==> src/rtl/fft_stream_framer.sv <==
// fft_stream_framer
// Buffers an unthrottled complex sample stream in a small FIFO and presents it
// to a streaming FFT core as framed beats (valid/ready with sop/eop), holding
// the FFT in reset for a fixed number of cycles after the framer leaves reset.
//
// Ports
//   clk, reset_n              clock, synchronous active-low reset
//   in_real, in_imag          input sample (DATA_W each), in_valid qualifies
//   cfg_pts                   requested frame length (illegal -> 2^MAX_PTS_LOG2)
//   ovf_clr                   clears the sticky overflow flag
//   fft_reset_n               reset to the downstream FFT
//   sink_valid/ready/sop/eop  framed stream handshake
//   sink_real, sink_imag      stream data
//   sink_fftpts               length of the frame being streamed
//   overflow                  sticky: a sample was dropped on a full FIFO
//   frame_count               completed frames (only when FFT_FRAMER_FRAME_CNT_EN)
//
// Build option: define FFT_FRAMER_FRAME_CNT_EN to build the frame counter;
// otherwise frame_count is tied to zero.
//
// state   | meaning
// STARTUP | FFT held in reset, input samples discarded
// IDLE    | waiting for data, frame length tracks cfg_pts
// STREAM  | frame in progress, frame length frozen until eop transfers
module fft_stream_framer #(
  parameter int DATA_W       = 14,
  parameter int MAX_PTS_LOG2 = 10,
  parameter int FIFO_DEPTH   = 16,
  parameter int STARTUP_CYC  = 10
) (
  input  logic                    clk,
  input  logic                    reset_n,
  input  logic [DATA_W-1:0]       in_real,
  input  logic [DATA_W-1:0]       in_imag,
  input  logic                    in_valid,
  input  logic [MAX_PTS_LOG2:0]   cfg_pts,
  input  logic                    ovf_clr,
  output logic                    fft_reset_n,
  output logic                    sink_valid,
  output logic                    sink_sop,
  output logic                    sink_eop,
  input  logic                    sink_ready,
  output logic [DATA_W-1:0]       sink_real,
  output logic [DATA_W-1:0]       sink_imag,
  output logic [MAX_PTS_LOG2:0]   sink_fftpts,
  output logic                    overflow,
  output logic [15:0]             frame_count
);

  localparam int PTS_W = MAX_PTS_LOG2 + 1;
  localparam int AW    = $clog2(FIFO_DEPTH);
  localparam int CNT_W = (STARTUP_CYC > 1) ? $clog2(STARTUP_CYC) : 1;
  localparam logic [PTS_W-1:0] PTS_MAX = PTS_W'(1) << MAX_PTS_LOG2;

  typedef enum logic [1:0] {STARTUP, IDLE, STREAM} state_t;

  state_t                  state;
  logic [CNT_W-1:0]        su_cnt;
  logic [2*DATA_W-1:0]     mem [FIFO_DEPTH];
  logic [AW:0]             wr_ptr, rd_ptr, wr_nxt, rd_nxt;
  logic [MAX_PTS_LOG2-1:0] idx;
  logic [PTS_W-1:0]        len;
  logic                    active, empty, full, pop, accept, drop, last_beat;

  // Only powers of two from 8 up are legal; anything else runs maximum length.
  function automatic logic [PTS_W-1:0] legal_len(input logic [PTS_W-1:0] p);
    if (p >= PTS_W'(8) && (p & (p - PTS_W'(1))) == '0)
      return p;
    else
      return PTS_MAX;
  endfunction

  assign active    = (state != STARTUP);
  assign empty     = (wr_ptr == rd_ptr);
  assign full      = (wr_ptr[AW] != rd_ptr[AW]) && (wr_ptr[AW-1:0] == rd_ptr[AW-1:0]);
  assign sink_valid = active && !empty;
  assign pop       = sink_valid && sink_ready;
  // A full FIFO still takes a sample when the head leaves in the same cycle;
  // the write lands in the slot being vacated.
  assign accept    = in_valid && active && (!full || pop);
  assign drop      = in_valid && active && full && !pop;
  assign last_beat = ({1'b0, idx} == (len - PTS_W'(1)));
  assign wr_nxt    = accept ? wr_ptr + (AW+1)'(1) : wr_ptr;
  assign rd_nxt    = pop ? rd_ptr + (AW+1)'(1) : rd_ptr;

  assign sink_sop    = sink_valid && (idx == '0);
  assign sink_eop    = sink_valid && last_beat;
  assign sink_real   = sink_valid ? mem[rd_ptr[AW-1:0]][2*DATA_W-1:DATA_W] : '0;
  assign sink_imag   = sink_valid ? mem[rd_ptr[AW-1:0]][DATA_W-1:0] : '0;
  assign sink_fftpts = len;

  always_ff @(posedge clk) begin
    if (accept)
      mem[wr_ptr[AW-1:0]] <= {in_real, in_imag};
  end

  always_ff @(posedge clk) begin
    if (!reset_n) begin
      state       <= STARTUP;
      su_cnt      <= CNT_W'(STARTUP_CYC - 1);
      fft_reset_n <= 1'b0;
      wr_ptr      <= '0;
      rd_ptr      <= '0;
      idx         <= '0;
      len         <= PTS_MAX;
      overflow    <= 1'b0;
    end else begin
      wr_ptr <= wr_nxt;
      rd_ptr <= rd_nxt;

      if (drop)
        overflow <= 1'b1;
      else if (ovf_clr)
        overflow <= 1'b0;

      if (pop)
        idx <= last_beat ? '0 : idx + MAX_PTS_LOG2'(1);

      // Length tracks cfg_pts only while nothing is presented in IDLE, and
      // is re-sampled at each frame boundary.
      if (pop && last_beat)
        len <= legal_len(cfg_pts);
      else if (state == IDLE && !sink_valid)
        len <= legal_len(cfg_pts);

      case (state)
        STARTUP: begin
          if (su_cnt == '0) begin
            state       <= IDLE;
            fft_reset_n <= 1'b1;
          end else begin
            su_cnt <= su_cnt - CNT_W'(1);
          end
        end
        IDLE: begin
          if (sink_valid)
            state <= STREAM;
        end
        STREAM: begin
          if (pop && last_beat && (wr_nxt == rd_nxt))
            state <= IDLE;
        end
        default: state <= STARTUP;
      endcase
    end
  end

`ifdef FFT_FRAMER_FRAME_CNT_EN
  logic [15:0] frame_cnt_q;

  always_ff @(posedge clk) begin
    if (!reset_n)
      frame_cnt_q <= '0;
    else if (pop && last_beat)
      frame_cnt_q <= frame_cnt_q + 16'd1;
  end

  assign frame_count = frame_cnt_q;
`else
  assign frame_count = '0;
`endif

endmodule

==> config.mk <==
export PLATFORM = sky130hd
export DESIGN_NAME = fft_stream_framer
export DESIGN_NICKNAME = d
export VERILOG_FILES = /design/src/rtl/fft_stream_framer.sv
export SDC_FILE = /design/constraint.sdc
export NUM_CORES = 1
export LEC_CHECK = 0
export CORE_MARGIN = 10
export CORE_UTILIZATION = 29
export DETAILED_ROUTE_END_ITERATION = 10
export GPL_ROUTABILITY_DRIVEN = 0
export GPL_TIMING_DRIVEN = 0
export PLACE_DENSITY = 0.51
export RECOVER_POWER = 25
export SYNTH_ARGS = -nofsm -noshare
export SYNTH_HDL_FRONTEND = slang
export SYNTH_SLANG_ARGS = --single-unit
==> constraint.sdc <==
create_clock -name clk -period 4.9 [get_ports clk]
set_clock_uncertainty 0.15 [all_clocks]
set_input_delay 0.98 -clock clk [delete_from_list [all_inputs] [get_ports clk]]
set_output_delay 0.98 -clock clk [all_outputs]
set_load 0.02 [all_outputs]
==> results of run 1 <==
## path summary, 6_finish.rpt
check	cells after the start	endpoint	slack, ns
min	1	fft_reset_n$_SDFFE_PN0P_	0.31
max reg2reg	8	state[1]$_SDFFE_PN0P_	1.60
max	7	sink_imag[13]	0.11
min reg2reg	1	fft_reset_n$_SDFFE_PN0P_	0.31
## power groups by stage
stage	combinational [mW]	clock, mW	sequential [mW]
detailed placement	0.275	0	4.67
CTS	0.276	3.69	4.58
floorplan	0.141	0	4.67
global route	0.298	3.85	4.58
finish	0.272	3.59	4.58
global placement	0.259	0	4.67
## placed cells by master (no fill, tap or decap), types with 11 or more instances in the layout
master,instances
buf_2,12
buf_4,20
buf_6,19
clkbuf_1,18
clkbuf_16,51
clkdlybuf4s50_1,69
clkinv_1,16
conb_1,16
dfxtp_1,39
dlygate4sd3_1,17
edfxtp_1,448
inv_1,14
mux4_2,140
nand2_1,29
nand3_1,21
nor2_1,23
nor2_4,11
nor2b_1,35
nor3_1,12
xnor2_1,19
xor2_1,13
## Yosys cell counts (11+ instances only)
master and n:
nand3_1 21, dfxtp_1 39, mux4_2 140, buf_2 13, nand2_1 29, buf_1 11, inv_1 14, nor3_1 16
buf_4 18, xnor2_1 19, nor2_1 34, edfxtp_1 448, clkbuf_1 21, xor2_1 13, nor2b_1 36
## state kept, by name (all words and copies together), names as in the netlist
| name | flops |
|---|---|
| idx | 10 |
| state | 2 |
| wr_ptr | 5 |
| su_cnt | 4 |
| sink_fftpts | 11 |
| rd_ptr | 5 |
| mem | 448 |
| overflow | 1 |
| fft_reset_n | 1 |
## worst max-delay path, delay by kind of cell (launching register included)
kind | cells | cell delay, ns
buffers and inverters | 4 | 1.68
muxes | 2 | 0.84
DFF | 1 | 0.35
and+or+nand+nor | 1 | 0.18
## final cells by class
class,instances,share of cell area
Multi-Input combinational cell,450,0.220
Buffer,66,0.0186
Tap cell,873,0.0457
Timing Repair Buffer,114,0.0541
Clock buffer,58,0.0545
Sequential cell,487,0.596
Clock inverter,32,0.00916
Inverter,14,0.00220
## what timing repair did
item                       in CTS  in global routing
setup endpoints to repair      30                 13
gates resized for setup        55                  9
hold buffers                    0                  0
## logic make-up (layout without fill, tap and decap cells)
| kind of cell | count (synthesis) | count (layout) | synth area share |
|---|---|---|---|
| buffers and inverters | 80 | 284 | 0.0208 |
| adder cells (fa/ha/maj) | 11 | 11 | 0.00672 |
| multiplexers | 143 | 143 | 0.161 |
| AND/OR/NAND/NOR | 179 | 179 | 0.0482 |
| XOR/XNOR | 34 | 34 | 0.0158 |
| flip-flops | 487 | 487 | 0.721 |
| other | 1 | 16 | 0.000190 |
| AO/OA/AOI/OAI | 67 | 67 | 0.0263 |
## metrics by stage
stage | worst slack, ns | instance area, µm² | hold slack (ns) | utilization
6_report | 0.112 | 23900 | 0.312 | 0.355
5_1_grt | 0.00115 | 23900 | 0.329 | 0.355
4_1_cts | 0.00382 | 23900 | 0.318 | 0.354
3_5_place_dp | 0.0876 | 22300 | 0.305 | 0.331
3_3_place_gp | -2.62 | 21800 | 0.305 | 0.323
2_1_floorplan | 0.900 | 19800 | 0.333 | -
## metal layers
layer  up-vias  global-route usage  routed length (µm)
met3        67              0.0250                2610
li1       4412                   -                   -
met4         4              0.0314                 892
met2       269               0.200               23100
met5         -                   0                  23
met1      5381               0.171               22400
==> flow_metrics.py, run 1 <==
metrics = {
    "synth": {
        "synth_warnings": 0,
        "synthArstFlopShare": 0,
        "synth_area_um2": 19700,
        "yosys_most_used_dff": "edfxtp_1",
        "synth_edf_count": 448,
        "synthCells": 1002,
        "ys_ff_latch": 487,
        "synth_top_area_frac": 0.681,
        "yosys.cell_types.count": 66,
        "avgSynthCellArea_um2": 19.7,
        "synthTopCellsByArea": "edfxtp_1, mux4_2, dfxtp_1, nor2b_1, xnor2_1",
        "ys_seq_area_frac": 0.721,
        "yosysTopAreaCell": "edfxtp_1",
    },
    "power_and_ir_drop": {
        "p_leak_nw": 7.27,
        "p_per_area_nw_per_um2": 353,
        "combPwrFrac": 0.032,
        "p_int_mw": 6.69,
        "seqPwrFrac": 0.543,
        "p_sw_mw": 1.76,
        "ir_drop_v": 0.000254,
        "finalPower_mw": 8.44,
        "clkPwrFrac": 0.425,
        "swShare": 0.208,
    },
    "critical_path": {
        "crit_path_start": "rd_ptr[1]$_SDFF_PN0_",
        "crit_path_start_kind": "register",
        "critPathMaxStageDelay_ns": 0.64,
        "crit_path_end_kind": "output pin",
        "rr_startpoint": "wr_ptr[0]$_SDFF_PN0_",
        "crit_top_cell": "mux4_2",
        "cp.arrival_ns": 3.66,
        "required_ns": 3.77,
        "path_class": "reg -> out",
        "path_cells": "buf_6, clkbuf_2, clkdlybuf4s18_2, mux4_2, mux4_2, nor2b_1, clkdlybuf4s50_1",
        "critical_path.max_fanout": 10,
        "crit_slowest_cell": "clkdlybuf4s50_1",
    },
    "cts": {
        "postCtsSetupBuffers": 0,
        "numCtsBuffers": 51,
        "cts_tree": "done",
        "cts.sinks": 487,
        "clk_latency_ns": 0.59,
        "h-tree-depth": 2,
        "clk_pin_slew_ns": 0.06,
        "clockRootBuffer": "clkbuf_16",
        "clk_path_buf_depth": 3,
    },
    "floorplanning": {
        "die_area_um2": 78900,
        "num_rows": 95,
        "core_um2": 67400,
        "io-pin-count": 104,
        "die_x_um": 281,
        "start_util": 0.293,
        "fp.dieH_um": 281,
    },
    "grt": {
        "grt_max_degree": 22,
        "grt_pass1_vias": 10500,
        "grt.total_usage": 0.125,
        "overflow": 0,
        "grt_pass1_wl_um": 72000,
        "antenna_found_initial": 7,
    },
    "drt": {
        "drt-pass1-iter-count": 5,
        "remaining_drc_errors": 0,
        "detail-route-antenna-nets": 0,
        "vias": 10100,
        "routedWlPerCell_um": 23.4,
        "viasPerCell": 4.84,
        "initialDrtViolationCount": 790,
        "wl_um": 49100,
    },
    "layout": {
        "final_nets": 1237,
        "n_fill_cell": 6288,
        "multi_input_area_um2": 5270,
        "area_growth_pct": 21.0,
        "seq_area_um2": 14200,
        "diodes": 0,
        "fin_cells": 2094,
        "drive_gt1_frac": 0.260,
    },
    "run": {
        "maxCapViolations": 0,
    },
    "timing": {
        "worstMarginPinSlew_ns": 1.05,
        "slew_viol_final": 0,
        "slew_headroom": 0.296,
        "finalWorstPathRequiredPeriod_ns": 4.79,
        "period_share": 0.977,
        "fmax_mhz": 209,
        "setup_tns_ns": 0,
        "setup_viol": 0,
        "rsz0062_at_grt": "false",
        "finalHoldViolCount": 0,
    },
    "run_status": {
        "outcome": "finished, final reports clean",
    },
    "hold_path": {
        "min_path_type": "reg -> reg",
        "min_from": "fft_reset_n$_SDFFE_PN0P_",
    },
    "place": {
        "dp_cells": 2004,
        "hpwl_um": 31700,
        "numPortBuffers": 87,
    },
}
Power figures use the tool's default switching activity.
==> run 2: changes to the inputs <==
--- a/config.mk
+++ b/config.mk
@@ -6,12 +6,13 @@
 export NUM_CORES = 1
 export LEC_CHECK = 0
 export CORE_MARGIN = 10
-export CORE_UTILIZATION = 29
+export CORE_UTILIZATION = 40
 export DETAILED_ROUTE_END_ITERATION = 10
 export GPL_ROUTABILITY_DRIVEN = 0
 export GPL_TIMING_DRIVEN = 0
-export PLACE_DENSITY = 0.51
+export PLACE_DENSITY = 0.64
 export RECOVER_POWER = 25
 export SYNTH_ARGS = -nofsm -noshare
 export SYNTH_HDL_FRONTEND = slang
 export SYNTH_SLANG_ARGS = --single-unit
+export TNS_END_PERCENT = 5
==> flow_metrics.py, run 2 (synthesized netlist as in run 1, its figures left out) <==
metrics = {
    "critical_path": {
        "cp.arrival_ns": 3.66,
        "crit_slowest_cell": "clkdlybuf4s50_1",
        "critPathMaxStageDelay_ns": 0.62,
        "path_delay_family": "buffers and inverters",
        "worst-path-buf-inv": 4,
        "required_ns": 3.77,
        "crit_path_start_kind": "register",
        "crit_path_end_kind": "output pin",
        "crit_top_cell": "mux4_2",
        "path_class": "reg -> out",
        "critical_path.max_fanout": 10,
        "path_cells": "buf_6, clkbuf_2, clkdlybuf4s15_2, mux4_2, mux4_2, nor2b_1, clkdlybuf4s50_1",
    },
    "drt": {
        "routedWlPerCell_um": 24.4,
        "vias": 10300,
        "wl_um": 45900,
        "top_layer_used": "met5",
        "wl_met2_um": 21200,
        "detail-route-antenna-nets": 0,
        "viasPerCell": 5.46,
        "drt-pass1-iter-count": 7,
        "wl_met1_um": 20300,
        "remaining_drc_errors": 0,
        "initialDrtViolationCount": 1034,
        "met3_length_um": 3330,
    },
    "place": {
        "pre_cts_ws_ns": 0.182,
        "dp_cells": 1794,
        "placed_cell_area_um2": 22000,
        "hpwl_um": 29400,
        "numPortBuffers": 87,
    },
    "layout": {
        "final_util": 0.483,
        "largest_register_ffs": 448,
        "stdcell_area_um2": 23600,
        "final_common_cell": "edfxtp_1",
        "drive_gt1_frac": 0.261,
        "layout_common_cells": "edfxtp_1, mux4_2, clkdlybuf4s50_1, clkbuf_16, dfxtp_1",
        "area_growth_pct": 19.5,
        "final_nets": 1234,
        "fin_cells": 1881,
        "diodes": 0,
    },
    "grt": {
        "antenna_found_initial": 4,
        "grt_max_degree": 21,
        "grt_pass1_vias": 10500,
        "overflow": 0,
        "grt_pass1_wl_um": 68700,
        "grt.total_usage": 0.155,
    },
    "timing": {
        "slew_viol_final": 0,
        "worst_hold_slack_ns": 0.320,
        "rsz0062_at_grt": "false",
        "setup_viol": 0,
        "period_share": 0.978,
        "fmax_mhz": 209,
        "finalHoldViolCount": 0,
        "finalWorstPathRequiredPeriod_ns": 4.79,
        "setup_slack_ns": 0.110,
        "slew_headroom": 0.315,
        "worstMarginPinSlew_ns": 1.03,
    },
    "floorplanning": {
        "io-pin-count": 104,
        "core_um2": 48800,
        "fp.dieH_um": 242,
        "die_x_um": 242,
        "die_area_um2": 58700,
        "num_rows": 81,
        "start_util": 0.404,
    },
    "run": {
        "maxCapViolations": 0,
    },
    "cts": {
        "clk_latency_ns": 0.58,
        "clockRootBuffer": "clkbuf_16",
        "cts_tree": "done",
        "h-tree-depth": 2,
        "clk_pin_slew_ns": 0.06,
        "numCtsBuffers": 49,
        "clk_path_buf_depth": 3,
        "cts.hold.buffers_added": 0,
        "cts.sinks": 487,
    },
    "power_and_ir_drop": {
        "p_leak_nw": 7.28,
        "p_per_area_nw_per_um2": 357,
        "ir_drop_v": 0.000278,
    },
    "hold_path": {
        "min_path_type": "reg -> reg",
    },
    "run_status": {
        "outcome": "finished, final reports clean",
    },
}
[run 2: cell count changes in the layout (fill, tap and decap cells not counted), moves of 2 or more]
cell,previous run,this run
buf_2,12,18
buf_6,19,17
clkbuf_1,18,15
clkbuf_16,51,49
clkbuf_2,8,10
clkbuf_4,5,1
clkinv_1,16,13
clkinv_2,9,12
[run 2: final timing paths]
check                                   to  cells past startpoint  slack, ns                      from
setup reg to reg     state[1]$_SDFFE_PN0P_                      8       1.21      wr_ptr[3]$_SDFF_PN0_
hold / removal    fft_reset_n$_SDFFE_PN0P_                      1       0.32  fft_reset_n$_SDFFE_PN0P_
setup / recovery             sink_imag[13]                      7       0.11      rd_ptr[1]$_SDFF_PN0_
hold reg to reg   fft_reset_n$_SDFFE_PN0P_                      1       0.32  fft_reset_n$_SDFFE_PN0P_
[run 2: final cells by class]
type                            instances  area, µm²
Inverter                               14       52.6
Tap cell                              664        831
Multi-Input combinational cell        450       5260
Buffer                                 66        420
Clock inverter                         33        265
Sequential cell                       487      14200
Timing Repair Buffer                  113       1280
Fill cell                            4084      25300
Clock buffer                           54       1240
[run 2: layer usage]
metal / GRT usage / vias up
li1: - / 4404
met1: 0.218 / 5371
met2: 0.240 / 393
met3: 0.0360 / 89
met4: 0.0403 / 6
met5: 0 / -
[run 2: report_power, final]
| group | leakage, nW | total [mW] | switching (mW) | internal (mW) |
|---|---|---|---|---|
| clock network | 0.752 | 3.57 | 1.57 | 2.00 |
| logic | 2.18 | 0.269 | 0.156 | 0.114 |
| registers | 4.34 | 4.58 | 0.0164 | 4.56 |
[run 2: timing repair]
action / CTS / global route
buffers inserted: 0 / 0
endpoints found under the hold margin: 0 / 0
pin swaps: 0 / 0
setup endpoints to repair: 28 / 28
gates cloned: 0 / 0
gates resized for setup: 35 / 20
[run 2: metrics by stage]
stage	total power, mW	TNS [ns]
5_1_grt	8.69	0
4_1_cts	8.49	0
6_report	8.42	0
3_3_place_gp	4.92	-446.79
3_5_place_dp	4.94	0
2_1_floorplan	4.81	0
